**src/rtl/shift_sequencer.sv**
```systemverilog
// rtl/shift_sequencer.sv - one-bit-per-clock SLL/SRL/SRA/ROTR unit with pipeline stall and flush abort
module shift_sequencer #(
    parameter int WIDTH = 32,
    parameter int CNT_W = 5
) (
    input  logic             Clk,
    input  logic             Reset,
    input  logic             Start,
    input  logic [1:0]       Op,
    input  logic [WIDTH-1:0] Data,
    input  logic [CNT_W-1:0] Shamt,
    input  logic             Flush,
    output logic             Busy,
    output logic             Stall,
    output logic             Done,
    output logic [WIDTH-1:0] Result
);

    typedef enum logic [1:0] {
        ST_IDLE  = 2'b00,
        ST_SHIFT = 2'b01,
        ST_DONE  = 2'b10
    } state_t;

    localparam logic [1:0] OP_SLL  = 2'b00;
    localparam logic [1:0] OP_SRL  = 2'b01;
    localparam logic [1:0] OP_SRA  = 2'b10;
    localparam logic [1:0] OP_ROTR = 2'b11;

    state_t           state_q, state_d;
    logic [WIDTH-1:0] sreg_q, sreg_d;
    logic [CNT_W-1:0] cnt_q, cnt_d;
    logic [1:0]       op_q, op_d;
    logic [WIDTH-1:0] result_q, result_d;

    logic [WIDTH-1:0] step;
    logic             can_accept;
    logic             load;

    // Single-position shift; SRA copies the sign bit into the vacated MSB.
    always_comb begin
        step = sreg_q;
        case (op_q)
            OP_SLL:  step = {sreg_q[WIDTH-2:0], 1'b0};
            OP_SRL:  step = {1'b0, sreg_q[WIDTH-1:1]};
            OP_SRA:  step = {sreg_q[WIDTH-1], sreg_q[WIDTH-1:1]};
            OP_ROTR: step = {sreg_q[0], sreg_q[WIDTH-1:1]};
            default: step = sreg_q;
        endcase
    end

    assign can_accept = (state_q == ST_IDLE) || (state_q == ST_DONE);
    assign load       = Start && can_accept && !Flush;

    always_comb begin
        state_d  = state_q;
        sreg_d   = sreg_q;
        cnt_d    = cnt_q;
        op_d     = op_q;
        result_d = result_q;

        if (Flush) begin
            state_d = ST_IDLE;
        end else begin
            case (state_q)
                ST_IDLE, ST_DONE: begin
                    if (Start) begin
                        sreg_d = Data;
                        cnt_d  = Shamt;
                        op_d   = Op;
                        // A zero shift amount is a pass-through straight to DONE.
                        if (Shamt == '0) begin
                            state_d  = ST_DONE;
                            result_d = Data;
                        end else begin
                            state_d = ST_SHIFT;
                        end
                    end else begin
                        state_d = ST_IDLE;
                    end
                end
                ST_SHIFT: begin
                    sreg_d = step;
                    cnt_d  = cnt_q - CNT_W'(1);
                    if (cnt_q == CNT_W'(1)) begin
                        state_d  = ST_DONE;
                        result_d = step;
                    end
                end
                default: begin
                    state_d = ST_IDLE;
                end
            endcase
        end
    end

    always_ff @(posedge Clk or posedge Reset) begin
        if (Reset) begin
            state_q  <= ST_IDLE;
            sreg_q   <= '0;
            cnt_q    <= '0;
            op_q     <= OP_SLL;
            result_q <= '0;
        end else begin
            state_q  <= state_d;
            sreg_q   <= sreg_d;
            cnt_q    <= cnt_d;
            op_q     <= op_d;
            result_q <= result_d;
        end
    end

    assign Busy   = (state_q == ST_SHIFT);
    assign Done   = (state_q == ST_DONE);
    assign Stall  = Busy || load;
    assign Result = result_q;

endmodule

```
**config.mk**
```make
export PLATFORM = sky130hd
export DESIGN_NAME = shift_sequencer
export DESIGN_NICKNAME = d
export VERILOG_FILES = /design/src/rtl/shift_sequencer.sv
export SDC_FILE = /design/constraint.sdc
export NUM_CORES = 1
export LEC_CHECK = 0
export CAP_MARGIN = 20
export CORE_MARGIN = 4
export CORE_UTILIZATION = 55
export CTS_CLUSTER_DIAMETER = 80
export DETAILED_ROUTE_END_ITERATION = 8
export GPL_TIMING_DRIVEN = 0
export HOLD_SLACK_MARGIN = 0.05
export PLACE_DENSITY = 0.92
export SETUP_SLACK_MARGIN = 0.15
export SYNTH_ARGS = -nofsm -noshare
export SYNTH_HDL_FRONTEND = slang
export SYNTH_SLANG_ARGS = --single-unit
```
**constraint.sdc**
```tcl
create_clock -name Clk -period 4.9 [get_ports Clk]
set_input_delay 0.98 -clock Clk [delete_from_list [all_inputs] [get_ports Clk]]
set_output_delay 0.98 -clock Clk [all_outputs]
set_load 0.05 [all_outputs]
```
==> run metrics <==
CTS Hold Bufs 0; Flop pwr share 0.355; grt ovf 0; vias in the first global route 2710; Fin. Hold Viols 0; Max clock buf depth 2; H-tree Lvls 3; Post-synth EDFFs 0; Mapped Area between 3000 and 4000 um^2; Reg area ~1800 um^2; Via density about 5.5; Largest stage delay, worst path around 0.85 ns; die area between 8000 and 9000 um^2; Max Fanout on Critical Path 4; top-count cell post-synth dfrtp_1; Slew HR 0.426; via count about 2600; combinational share of power 0.482; CP Data Required Time 3.92 ns; clock transition at the registers of the reported paths about 0.07 ns; Residual DRC 0; register area share after synthesis 0.497; worst-margin pin slew 0.861 ns; FILL cells roughly 440; area leader, netlist dfrtp_1; Post-Syn Area per Cell approximately 12 um^2; final setup violation count 0; Synth cell types 28; Post-layout nets around 430; max_cap viols 0; largest net degree at the start of global routing 74; Most common cell on crit path clkdlybuf4s50_1; startpoint types primary input; Lkg Pwr around 0.0021 uW; status finished, final reports clean; HPWL Detailed 5680 um; Max VDD drop between 300 and 400 uV; synth top area cells dfrtp_1 (50%), mux2_4 (12%), mux2_2 (12%); NetSw approximately 1200 uW; die extent in x roughly 90 um; die height between 80 and 90 um; DR WL/cell 17.1 um; Sw Share 0.408; syn nets around 340; count of state elements after synthesis 73; crit-path cells clkdlybuf4s50_1 -> nand2b_1 -> o21ai_0 -> clkdlybuf4s50_1; clock skew 0.00870 ns; footprint of the multi-input gates 1720 um^2; Clock power frac 0.163; Clock Sink Count between 70 and 80; Async S/R FF share, synth 1.00; WS Path Type primary input to output port; n_diodes 0; Setup Buffers After CTS 0; global-route wire length before repair between 10000 and 15000 um; Placer Congestion roughly 0.85; initial antenna violation count 0; CTS buffer count 9; IO Pins about 80; Synth top area share 0.497; Slew Limit Fails 0; period utilization 0.752; worst skew pair latency 0.35 ns; arrival time worst endpoint roughly 2.7 ns; synth cell count leaders dfrtp_1 (73), mux2_2 (38), o21ai_0 (35); WHS 0.511 ns; Hold WC Path Type flop to flop; Rows 29; Routed Antenna Nets 0; Post-Route Setup TNS 0 ns; Cell Pwr Density about 600 nW/um^2; Post-Syn Instances around 300; Critical Path Sink Type output port; P&R area growth vs syn 28.8%; drt pass-1 iters 4; Core ar. 6420 um^2; Peak Freq around 270 MHz; slowest stage cell, crit path clkdlybuf4s50_1; Root Driver clkbuf_8; proportion of layout cells with a drive suffix above 1 0.250; GRT Total Usage 0.211; Yosys warning total 0; Int Power around 1700 uW; Initial DRC Count 81; RSZ-0062 raised after global routing no; final WL approximately 8000 um; ys flop type dfrtp_1; Final min period 3.69 ns; number of gates resized after CTS 0; Initial Util 0.572; CTS tree built; I/O Buffers 77
-- stage by stage --
step | instance area, um^2 | cells | power [uW] | setup slack [ns] | util
3_5_place_dp | 4540 | 453 | 2390 | 1.27 | 0.707
6_report | 4730 | 469 | 2850 | 1.21 | 0.737
3_3_place_gp | 4540 | 453 | 2350 | 0.966 | 0.707
2_1_floorplan | 3670 | 299 | 1950 | 1.71 | -
5_1_grt | 4730 | 469 | 2990 | 1.23 | 0.737
4_1_cts | 4730 | 469 | 2870 | 1.25 | 0.737
-- power groups by stage --
stage	combinational, uW	sequential [uW]	clock (uW)
after floorplan	499	1450	0
after global placement	1350	1000	0
after detailed placement	1380	1020	0
after CTS	1390	1010	473
after global routing	1440	1050	502
final	1370	1010	464
-- path summary, 6_finish.rpt --
check | cells past startpoint | from | slack (ns) | endpoint
max | 4 | Start | 1.21 | Stall
min | 1 | Result[8] | 0.51 | Result[8]
min in group asynchronous | 2 | Reset | 1.19 | Result[18]
min reg2reg | 1 | Result[8] | 0.51 | Result[8]
max in group asynchronous | 2 | Reset | 3.15 | sreg_q[11]
max reg2reg | 5 | op_q[0] | 3.05 | Result[11]
-- worst max-delay path: cells and delay by family --
family          cells  cell delay (ns)
buf+inv             2             1.34
simple gates        1             0.14
compound gates      1             0.25
-- placed cells by master (no fill, tap or decap), types with 2 or more instances in the layout --
master	instances
clkdlybuf4s50_1	77
dfrtp_1	73
mux2_2	38
o21ai_0	35
mux2i_1	30
nand2_1	30
mux2_4	29
clkbuf_1	10
nor2_1	10
clkbuf_8	10
buf_2	8
a21oi_1	8
inv_1	5
nand2b_1	4
buf_6	3
a31o_2	2
nand3_1	2
ha_1	2
clkinv_2	2
-- flip-flops by register name, summed over array words and instances (netlist names) --
name and cells:
op_q 2, sreg_q 32, Result 32, state_q 2
cnt_q 5
-- cells by family (layout without fill, tap and decap cells) --
group / count (synthesis) / after routing / share of synthesized area
AOI/OAI and AO/OA: 51 / 51 / 0.0825
adders and majority gates: 2 / 2 / 0.00681
buffers and inverters: 24 / 117 / 0.0334
DFF: 73 / 73 / 0.497
muxes: 97 / 97 / 0.317
and+or+nand+nor: 52 / 52 / 0.0630
-- layout make-up --
| type | count | share of cell area |
|---|---|---|
| Sequential cell | 73 | 0.386 |
| Multi-Input combinational cell | 202 | 0.364 |
| Timing Repair Buffer | 77 | 0.163 |
| Clock buffer | 13 | 0.0315 |
| Buffer | 18 | 0.0212 |
| Tap cell | 77 | 0.0204 |
| Clock inverter | 3 | 0.00846 |
| Inverter | 6 | 0.00529 |
-- metal layers --
layer	vias up	track usage	part of all wire
met3	16	0.0726	0.057
met2	78	0.332	0.47
met5	-	0	0
met1	1245	0.278	0.45
met4	0	0.0639	0.020
li1	1233	-	-
Power figures use the tool's default switching activity.
